### src/rtl/aes_round_sequencer.sv
`timescale 1ns/1ps
// aes_round_sequencer: control FSM that walks one AES-128/192/256 encryption
// through AddRoundKey / SubBytes / ShiftRows / MixColumns over the shared
// statemt buffer. Control only: it raises one leaf start at a time, selects
// the buffer owner, and tracks the round index fed to AddRoundKey.
module aes_round_sequencer #(
    parameter int NR_W = 4
) (
    input  logic            ap_clk,
    input  logic            ap_rst_n,
    input  logic            ap_start,
    input  logic [1:0]      key_len,
    output logic            ap_done,
    output logic            ap_ready,
    output logic            ap_idle,
    output logic            ark_start,
    input  logic            ark_done,
    output logic [NR_W-1:0] ark_n,
    output logic            sub_start,
    input  logic            sub_done,
    output logic            shr_start,
    input  logic            shr_done,
    output logic            mix_start,
    input  logic            mix_done,
    output logic [1:0]      mem_sel,
    output logic [NR_W-1:0] round
);

    // Bit positions of the one-hot state register.
    localparam int S_IDLE = 0;
    localparam int S_ARK  = 1;
    localparam int S_SUB  = 2;
    localparam int S_SHR  = 3;
    localparam int S_MIX  = 4;
    localparam int S_FIN  = 5;

    localparam logic [5:0] ST_IDLE = 6'b000001;
    localparam logic [5:0] ST_ARK  = 6'b000010;
    localparam logic [5:0] ST_SUB  = 6'b000100;
    localparam logic [5:0] ST_SHR  = 6'b001000;
    localparam logic [5:0] ST_MIX  = 6'b010000;
    localparam logic [5:0] ST_FIN  = 6'b100000;

    logic [5:0]      state_q, state_d;
    logic [NR_W-1:0] round_q, round_d;
    logic [NR_W-1:0] nr_q, nr_d;

    // Round count for the selected key length; the reserved code falls back to AES-128.
    function automatic logic [NR_W-1:0] nr_from_key(input logic [1:0] kl);
        case (kl)
            2'd1:    return NR_W'(12);
            2'd2:    return NR_W'(14);
            default: return NR_W'(10);
        endcase
    endfunction

    // State, round and latched Nr registers with synchronous active-low reset.
    always_ff @(posedge ap_clk) begin
        // NOTE: sequential state uses non-blocking assignments so every register
        // samples the pre-edge values, independent of statement order.
        if (!ap_rst_n) begin
            state_q <= ST_IDLE;
            round_q <= '0;
            nr_q    <= '0;
        end else begin
            state_q <= state_d;
            round_q <= round_d;
            nr_q    <= nr_d;
        end
    end

    // Next-state logic: a leaf done only counts in the state that started that leaf.
    always_comb begin
        // NOTE: every combinational output gets a default first so no path
        // leaves it unassigned, which would otherwise infer a latch.
        state_d = state_q;
        round_d = round_q;
        nr_d    = nr_q;
        case (1'b1)
            state_q[S_IDLE]: begin
                if (ap_start) begin
                    nr_d    = nr_from_key(key_len);
                    round_d = '0;
                    state_d = ST_ARK;
                end
            end
            state_q[S_ARK]: begin
                if (ark_done) begin
                    if (round_q == nr_q) begin
                        state_d = ST_FIN;
                    end else begin
                        round_d = round_q + NR_W'(1);
                        state_d = ST_SUB;
                    end
                end
            end
            state_q[S_SUB]: begin
                if (sub_done) state_d = ST_SHR;
            end
            state_q[S_SHR]: begin
                // The final round skips MixColumns.
                if (shr_done) state_d = (round_q == nr_q) ? ST_ARK : ST_MIX;
            end
            state_q[S_MIX]: begin
                if (mix_done) state_d = ST_ARK;
            end
            state_q[S_FIN]: begin
                state_d = ST_IDLE;
            end
            default: begin
                state_d = ST_IDLE;
            end
        endcase
    end

    // Output decode from state only: one start level per phase plus buffer owner.
    always_comb begin
        ark_start = 1'b0;
        sub_start = 1'b0;
        shr_start = 1'b0;
        mix_start = 1'b0;
        ap_done   = 1'b0;
        mem_sel   = 2'd0;
        case (1'b1)
            state_q[S_ARK]: begin
                ark_start = 1'b1;
                mem_sel   = 2'd0;
            end
            state_q[S_SUB]: begin
                sub_start = 1'b1;
                mem_sel   = 2'd1;
            end
            state_q[S_SHR]: begin
                shr_start = 1'b1;
                mem_sel   = 2'd2;
            end
            state_q[S_MIX]: begin
                mix_start = 1'b1;
                mem_sel   = 2'd3;
            end
            state_q[S_FIN]: begin
                ap_done = 1'b1;
            end
            default: begin
            end
        endcase
    end

    assign ap_ready = ap_done;
    assign ap_idle  = state_q[S_IDLE] & ~ap_start;
    assign ark_n    = round_q;
    assign round    = round_q;

endmodule

### config.mk
export PLATFORM = sky130hd
export DESIGN_NAME = aes_round_sequencer
export DESIGN_NICKNAME = d
export VERILOG_FILES = /design/src/rtl/aes_round_sequencer.sv
export SDC_FILE = /design/constraint.sdc
export NUM_CORES = 1
export LEC_CHECK = 0
export CORE_UTILIZATION = 44
export DETAILED_ROUTE_END_ITERATION = 12
export PLACE_DENSITY = 0.77
export SYNTH_ARGS = -nofsm -noshare
export SYNTH_HDL_FRONTEND = slang
export SYNTH_SLANG_ARGS = --single-unit
### constraint.sdc
create_clock -name ap_clk -period 1.8 [get_ports ap_clk]
set_input_delay 0.36 -clock ap_clk [delete_from_list [all_inputs] [get_ports ap_clk]]
set_output_delay 0.36 -clock ap_clk [all_outputs]
set_load 0.03 [all_outputs]
==> run metrics, run 1 <==
syn nets 105; Rows 14; Seq/Total Area, Yosys 32.8%; met3 WL 86 um; die height 44.5 um; core area 0.00159 mm2; width of the chip 44.5 um; leading area contributor after synthesis dfxtp_1; CTS tree yes; power per cell area 610 mW/mm2; n_diodes 0; Post-synth EDFFs 0; Tcrit/Tclk final 96.9%; drt first pass iters 4; Root Buffer clkbuf_4; HP Class reg -> reg; initial core utilization 49.8%; IO Count 26; critical path type reg -> out; Worst VDD drop 0.000453 V; Buf/Inv on CP 1; Combinational Power Share 25.3%; setup violators final 0; Vias 766; Sink Count 13; worst-margin pin slew 0.456 ns; Synth Register Bits 13; Avg WL per Cell 12.9 um; CP Cell Sequence clkdlybuf4s50_1; GRT Total Usage 21.5%; Port Buffers 25; Crit path largest cell delay 0.70 ns; DRT met1 WL 897 um; clock share of power 27.0%; largest delay contributor family on the critical path buffers and inverters; final hold vios 0; DR iter-0 viols 14; internal power 0.467 mW; Synth top cells by count 13 x dfxtp_1, 7 x nand2_1, 7 x nor2_1; number of global-route vias before repair 661; cts bufs inserted 3; initial antenna violation count 0; highest metal used met4; Netlist Area Pre-Place 795 um2; Placer Congestion 0.886; pin count of the biggest net entering global routing 14; worst hold slack 0.497 ns; Cell variety after synth 38; Synth-to-Final Area Change 40.3%; drt drc 0; Syn Inst Count 94; Critical Path RT 1.44 ns; Synth warnings 0; share of layout cells above drive strength 1 19.7%; setup slack after layout 0.0565 ns; metal2 WL 872 um; pre-CTS setup slack 0.00439 ns; WP data arrival 1.38 ns; setup TNS 0 ns; final wirelength 1890 um; post-synth top area share 32.8%; GRT overflow 0; Sw Share 31.3%; startpoint types register; share of flip-flops with an asynchronous set or reset 0%; multi-input logic area 472 um2; Post-DP HPWL 1440 um; critical path's slowest cell clkdlybuf4s50_1; clk slew on worst S/H paths 0.08 ns; count leader, synth dfxtp_1; synth top area cells dfxtp_1 33%, buf_4 4.7%, xor2_1 4.4%; nets 134; max-cap viol count 0; Max Freq 574 MHz; Psw 0.213 mW; max-slew violations 0; first-pass GRT wire length 3040 um; min cycle time layout 1.74 ns; H-tree levels 1; Synth Flop Type dfxtp_1; Clock Skew 0.00307 ns; Max FO, Critical Path 4; CTS Hold Bufs 0; area of the die 0.00198 mm2; status finished, final reports clean; Vias/cell 5.25; Routed Antenna Nets 0; Synth Area per Inst 8.45 um2; Rel. slew slack 69.4%; CTS max path bufs 2; fillcell total 137; Seq pwr share 47.7%; register area 264 um2; CP endpoint kind output port; clock latency on the worst-skew pair 0.28 ns; Leak 0.576 nW
[area by class of cell]
| class | instances | area share [%] |
|---|---|---|
| Inverter | 5 | 1.68 |
| Timing Repair Buffer | 33 | 27.3 |
| Tap cell | 24 | 2.69 |
| Multi-Input combinational cell | 67 | 42.3 |
| Sequential cell | 13 | 23.7 |
| Clock buffer | 4 | 2.36 |
[path summary, 6_finish.rpt]
| check | startpoint | end | slack [ns] | cells past startpoint |
|---|---|---|---|---|
| max | ark_n[3] | round[3] | 0.06 | 1 |
| min | nr_q[3] | nr_q[3] | 0.50 | 1 |
| max reg2reg | state_q[1] | state_q[4] | 0.16 | 6 |
| min reg2reg | nr_q[3] | nr_q[3] | 0.50 | 1 |
[stage by stage]
stage          util (%)  instances  power, mW  instance area (um2)
2_1_floorplan         -         94      0.427                  802
3_3_place_gp       66.6        141      0.494                 1060
3_5_place_dp       66.6        141      0.499                 1060
4_1_cts            68.5        146      0.683                 1090
5_1_grt            69.9        146      0.715                 1110
6_report           69.9        146      0.680                 1110
[power groups by stage]
stage / registers, mW / clock network, mW / logic (mW)
2_1_floorplan: 0.324 / 0 / 0.104
3_3_place_gp: 0.329 / 0 / 0.165
3_5_place_dp: 0.331 / 0 / 0.169
4_1_cts: 0.324 / 0.189 / 0.169
5_1_grt: 0.327 / 0.204 / 0.185
6_report: 0.324 / 0.184 / 0.172
[cells by family after synthesis]
kind of cell / synth area share, %
AOI/OAI and AO/OA: 21.4
xor gates and xnor gates: 4.41
adders and majority gates: 3.15
buffers and inverters: 10.2
DFF: 32.8
muxes: 1.42
and+or+nand+nor: 26.6
[flip-flops by register name, indices dropped and copies added, names as in the netlist]
| signal | cells |
|---|---|
| nr_q | 3 |
| state_q | 6 |
| ark_n | 4 |
[layout by cell type (no fill, tap or decap), types with 5 or more instances in the layout]
cell type	netlist	final
buf_4	5	9
clkdlybuf4s50_1	0	9
dfxtp_1	13	12
dlygate4sd2_1	0	6
inv_1	5	5
nand2_1	7	7
nand2b_1	5	5
nor2_1	7	6
o21ai_0	6	6
[metal layers]
| metal | track usage (%) | up-vias |
|---|---|---|
| met2 | 33.8 | 22 |
| met5 | 0 | - |
| met4 | 9.09 | 0 |
| li1 | - | 383 |
| met1 | 27.5 | 357 |
| met3 | 6.12 | 4 |
[what timing repair did]
item                                    CTS  global route
gates cloned                              0             0
setup buffers                             1             0
gates resized for setup                  10            13
endpoints found under the setup margin   10             8
(Power assumes the default switching activity.)
==> run 2: changes to the inputs <==
- clock period: 1.8 -> 1.7 ns (I/O delays scaled with it)
==> run 2 against run 1 <==
Compared with the run above: cell area grew 6.1%; die area stayed put; count of clock-buffer cells in the layout is 1 lower; sequential power up 4%; clock skew up 0.0016 ns; worst hold slack worse by 0.019 ns; total power up 9.3%; via count increased by 3.7%; non-clock buffer count is 8 higher; critical path type unchanged; largest power group unchanged.
==> run metrics, run 2 (synthesized netlist as in run 1, its figures left out) <==
GRT Total Usage 20.8% (was 21.5%); most used cell, CP buf_6; worst hold slack 0.478 ns (was 0.497 ns); IO Count 26 (unchanged); power per cell area 629 mW/mm2 (was 610 mW/mm2); Worst VDD drop 0.000604 V (was 0.000453 V); worst-margin pin slew 0.427 ns (was 0.456 ns); Crit path largest cell delay 0.36 ns (was 0.70 ns); number of global-route vias before repair 664 (was 661); H-tree levels 1 (unchanged); CTS max path bufs 2 (unchanged); DR iter-0 viols 24 (was 14); drt drc 0 (unchanged); Synth-to-Final Area Change 48.8% (was 40.3%); critical path type reg -> out (unchanged); startpoint types register (unchanged); Critical Path RT 1.36 ns (was 1.44 ns); clk slew on worst S/H paths 0.08 ns (about the same); CTS tree yes (unchanged); Core Util, Final 74.2% (was 69.9%); initial core utilization 49.8% (unchanged); commonest non-fill, non-tap cell in the layout buf_4 (was dfxtp_1); max-slew violations 0 (unchanged); Leak 0.564 nW (was 0.576 nW); die height 44.5 um (unchanged); max-cap viol count 0 (unchanged); critical path's slowest cell dfxtp_4 (was clkdlybuf4s50_1); CP endpoint kind output port (unchanged); most frequent cells in the layout 16 x buf_4, 10 x dfxtp_1, 9 x clkdlybuf4s50_1, 9 x dlygate4sd2_1, 7 x nand2_1 (was 12 x dfxtp_1, 9 x clkdlybuf4s50_1, 9 x buf_4, 7 x nand2_1); nets 142 (was 134); Max Freq 604 MHz; Tcrit/Tclk final 97.4%; WP data arrival 1.32 ns (was 1.38 ns); unrepaired setup endpoints after global routing true; GRT overflow 0 (unchanged); n_diodes 0 (unchanged); core area 0.00159 mm2 (unchanged); cts bufs inserted 3 (unchanged); final wirelength 1840 um (was 1890 um); Root Buffer clkbuf_4 (unchanged); final hold vios 0 (unchanged); HP Class reg -> reg (unchanged); Rows 14 (unchanged); drt first pass iters 4 (unchanged); Rel. slew slack 71.4% (was 69.4%); Routed Antenna Nets 0 (unchanged); placed cell area 0.00109 mm2 (was 0.00106 mm2); share of layout cells above drive strength 1 27.7% (was 19.7%); Max FO, Critical Path 5 (was 4); status finished, final reports clean (unchanged); first-pass GRT wire length 2930 um (was 3040 um); Post-DP HPWL 1430 um (was 1440 um); initial antenna violation count 0 (unchanged); area of the die 0.00198 mm2 (unchanged); CP Cell Sequence buf_6, nor3_4, nand2b_1, nor2_4, buf_6 (was clkdlybuf4s50_1); register with the most flip-flops state_q (unchanged); setup violators final 0 (unchanged); min cycle time layout 1.66 ns; Buf/Inv on CP 2 (was 1); clock latency on the worst-skew pair 0.27 ns (was 0.28 ns); Vias 794 (was 766); Avg WL per Cell 12.0 um (was 12.9 um); Clock Skew 0.00462 ns (was 0.00307 ns); pin count of the biggest net entering global routing 14 (unchanged); width of the chip 44.5 um (unchanged); Placer Congestion 0.947 (was 0.886); Largest register FFs 6 (unchanged); Vias/cell 5.16 (was 5.25); Port Buffers 25 (unchanged); Sink Count 13 (unchanged); largest delay contributor family on the critical path simple AND/OR/NAND/NOR gates (was buffers and inverters); final instance area 0.00118 mm2 (was 0.00111 mm2)
==> run 2: cell count changes in the layout (fill, tap and decap cells not counted), sizes merged <==
| cell | delta |
|---|---|
| dlymetal6s2s | -4 |
| clkinv | +1 |
| dlygate4sd2 | +3 |
| buf | +10 |
| clkbuf | -2 |
==> run 2: layer usage <==
metal  track usage (%)  share of wire (%)
met3              6.12                5.4
met2              32.4                 46
met1              27.3                 48
met4              7.27               0.81
met5                 0                  0
==> run 2: final timing paths <==
path / startpoint / to / slack (ns) / cells after the start
worst max-delay path: state_q[1] / ap_done / 0.04 / 5
worst min-delay path: state_q[5] / state_q[5] / 0.48 / 1
worst max register to register: state_q[1] / state_q[4] / 0.12 / 6
worst min register to register: state_q[5] / state_q[5] / 0.48 / 1
==> run 2: power breakdown <==
group | internal (mW) | switching (mW)
combinational | 0.109 | 0.109
sequential | 0.320 | 0.0161
clock | 0.0872 | 0.102
==> run 2: what timing repair did <==
action / CTS / global route
pin swaps: 1 / 3
endpoints found under the setup margin: 15 / 6
setup buffers: 2 / 3
hold buffers: 0 / 0
hold endpoints to repair: 0 / 0
gates resized for setup: 16 / 9
==> run 2: cell type report <==
cell class / instances / area (um2)
clock inverter: 1 / 5.00
tap: 24 / 30.0
clock buffer: 3 / 22.5
fill: 115 / 412
multi-input combinational: 67 / 478
inverter: 5 / 18.8
sequential: 13 / 267
timing repair buffer: 41 / 362
==> run 2: per-stage QoR <==
step	total power [mW]	TNS, ns	setup slack [ns]	std cells
finish	0.743	0	0.0447	154
global route	0.786	-0.0573	-0.0212	154
CTS	0.734	-0.000313	-0.000313	151
detailed placement	0.533	-0.0977	-0.0707	145
global placement	0.529	-0.0435	-0.0435	145
floorplan	0.453	0	0.0524	94
==> run 3: changes to the inputs <==
- CORE_MARGIN: not set -> 2
==> run 3 against run 2 <==
Compared with the run above: worst setup slack got worse by 0.022 ns; critical path type unchanged; via count increased by 5.9%; clock power increased by 4%; sequential power about the same; cell area decreased by 0.11%; global-route usage decreased by 0.41 points; worst hold slack improved by 0.011 ns; critical path depth unchanged; wire length increased by 7.8%; count of clock-buffer cells in the layout increased by 1.
==> run metrics, run 3 (synthesized netlist as in run 1, its figures left out) <==
status finished, final reports clean (unchanged); CTS max path bufs 2 (unchanged); drt first pass iters 4 (unchanged); Sink Count 13 (unchanged); critical path type reg -> out (unchanged); fillcell total 148 (was 115); Hold Crit Start nr_q[3] (was state_q[5]); IO Count 26 (unchanged); core area 0.00171 mm2 (was 0.00159 mm2); Psw 0.228 mW (was 0.227 mW); overall power 0.741 mW (was 0.743 mW); H-tree levels 1 (unchanged); CTS tree yes (unchanged); clock share of power 26.5% (was 25.4%); power per cell area 627 mW/mm2 (was 629 mW/mm2); Clock Skew 0.000588 ns (was 0.00462 ns); unrepaired setup endpoints after global routing true (unchanged); share of layout cells above drive strength 1 26.0% (was 27.7%); setup TNS 0 ns (unchanged); reg2reg path depth 5 (was 6); most frequent cells in the layout 19 x buf_4, 11 x dfxtp_1, 10 x clkdlybuf4s50_1, 8 x dlygate4sd2_1, 7 x nand2_1 (was 16 x buf_4, 10 x dfxtp_1, 9 x clkdlybuf4s50_1, 9 x dlygate4sd2_1, 7 x nand2_1); WP data arrival 1.34 ns (was 1.32 ns); Largest register FFs 6 (unchanged); startpoint types register (unchanged); final wirelength 1990 um (was 1840 um); initial antenna violation count 0 (unchanged); max-slew violations 0 (unchanged); nets 143 (was 142); register with the most flip-flops state_q (unchanged); Root Buffer clkbuf_4 (unchanged); Vias/cell 5.39 (was 5.16); pin count of the biggest net entering global routing 14 (unchanged); internal power 0.512 mW (was 0.516 mW); Max FO, Critical Path 7 (was 5); width of the chip 46.5 um (was 44.5 um); Sw Share 30.8% (was 30.5%); HP Class reg -> reg (unchanged); area of the die 0.00216 mm2 (was 0.00198 mm2); Post-DP HPWL 1510 um (was 1430 um); grt met1 use 28.9% (was 27.3%); Worst VDD drop 0.000575 V (was 0.000604 V); max-cap viol count 0 (unchanged); clock latency on the worst-skew pair 0.27 ns (about the same); commonest non-fill, non-tap cell in the layout buf_4 (unchanged); Rows 15 (was 14); Routed Antenna Nets 0 (unchanged); GRT Total Usage 20.4% (was 20.8%); DR iter-0 viols 33 (was 24); CP endpoint kind output port (unchanged); Max Freq 596 MHz (was 604 MHz); Combinational Power Share 28.1% (was 29.4%); Placer Congestion 0.876 (was 0.947); Tcrit/Tclk final 98.6% (was 97.4%); Most Crowded Layer GR met2 (unchanged); Core Util, Final 69.2% (was 74.2%); n_diodes 0 (unchanged); clk slew on worst S/H paths 0.08 ns (about the same); setup violators final 0 (unchanged); die height 46.5 um (was 44.5 um); routing usage on met3 4.71% (was 6.12%); Avg WL per Cell 12.7 um (was 12.0 um); min cycle time layout 1.68 ns (was 1.66 ns); global routing usage on met2 30.0% (was 32.4%); first-pass GRT wire length 3120 um (was 2930 um); Synth-to-Final Area Change 48.7% (was 48.8%); Seq pwr share 45.5% (was 45.2%); worst hold slack 0.488 ns (was 0.478 ns); number of global-route vias before repair 674 (was 664); Port Buffers 25 (unchanged); Rel. slew slack 70.9% (was 71.4%); Critical Path RT 1.36 ns (about the same); initial core utilization 46.5% (was 49.8%); Vias 841 (was 794); cts bufs inserted 3 (unchanged); CP startpoint state_q[2] (was state_q[1]); GRT overflow 0 (unchanged); hold path depth 1 (unchanged); Leak 0.574 nW (was 0.564 nW); drt drc 0 (unchanged); Reg2Reg Launch Point state_q[1] (unchanged); final hold vios 0 (unchanged); worst-margin pin slew 0.433 ns (was 0.427 ns)
-- run 3: final timing paths --
path	slack [ns]	end
max reg2reg	0.21	state_q[4]
min	0.49	nr_q[3]
min reg2reg	0.49	nr_q[3]
max	0.02	ap_ready
-- run 3: area by class of cell --
cell class                 count  area [um2]  share of cell area [%]
inverter                       5        18.8                    1.59
tap                           25        31.3                    2.65
timing repair buffer          42         370                    31.4
sequential                    13         263                    22.2
clock buffer                   4        26.3                    2.22
multi-input combinational     67         472                    39.9
-- run 3: power groups by stage --
stage,Sequential [mW],Clock [mW],Combinational (mW)
after floorplan,0.344,0,0.110
after global placement,0.343,0,0.187
after detailed placement,0.343,0,0.189
after CTS,0.336,0.201,0.196
after global routing,0.340,0.222,0.223
final,0.337,0.196,0.208
-- run 3: per-stage QoR --
stage,instance area (um2),setup WS (ns),cells
after CTS,1150,0.00667,154
final,1180,0.0231,156
after detailed placement,1110,-0.0751,149
after global placement,1110,-0.0440,149
after global routing,1180,-0.0529,156
after floorplan,803,0.0524,94
-- run 3: repair_timing --
action,in CTS,in global routing
pin swaps,2,0
buffers inserted,1,2
endpoints found under the setup margin,11,5
hold buffers,0,0
gates resized for setup,13,3
-- run 3: per-layer routing --
metal  vias to the layer above  wire (um)
met3                         2        119
met1                       400        916
met5                         -          0
met2                        33        934
met4                         0         14
li1                        406          -
-- run 3: worst max-delay path, cell delays in order (launching register included) --
cell      delay, ns
dfxtp_2        0.34
buf_6          0.13
nor3_4         0.18
nand2b_1       0.14
nor2_4         0.13
buf_6          0.14
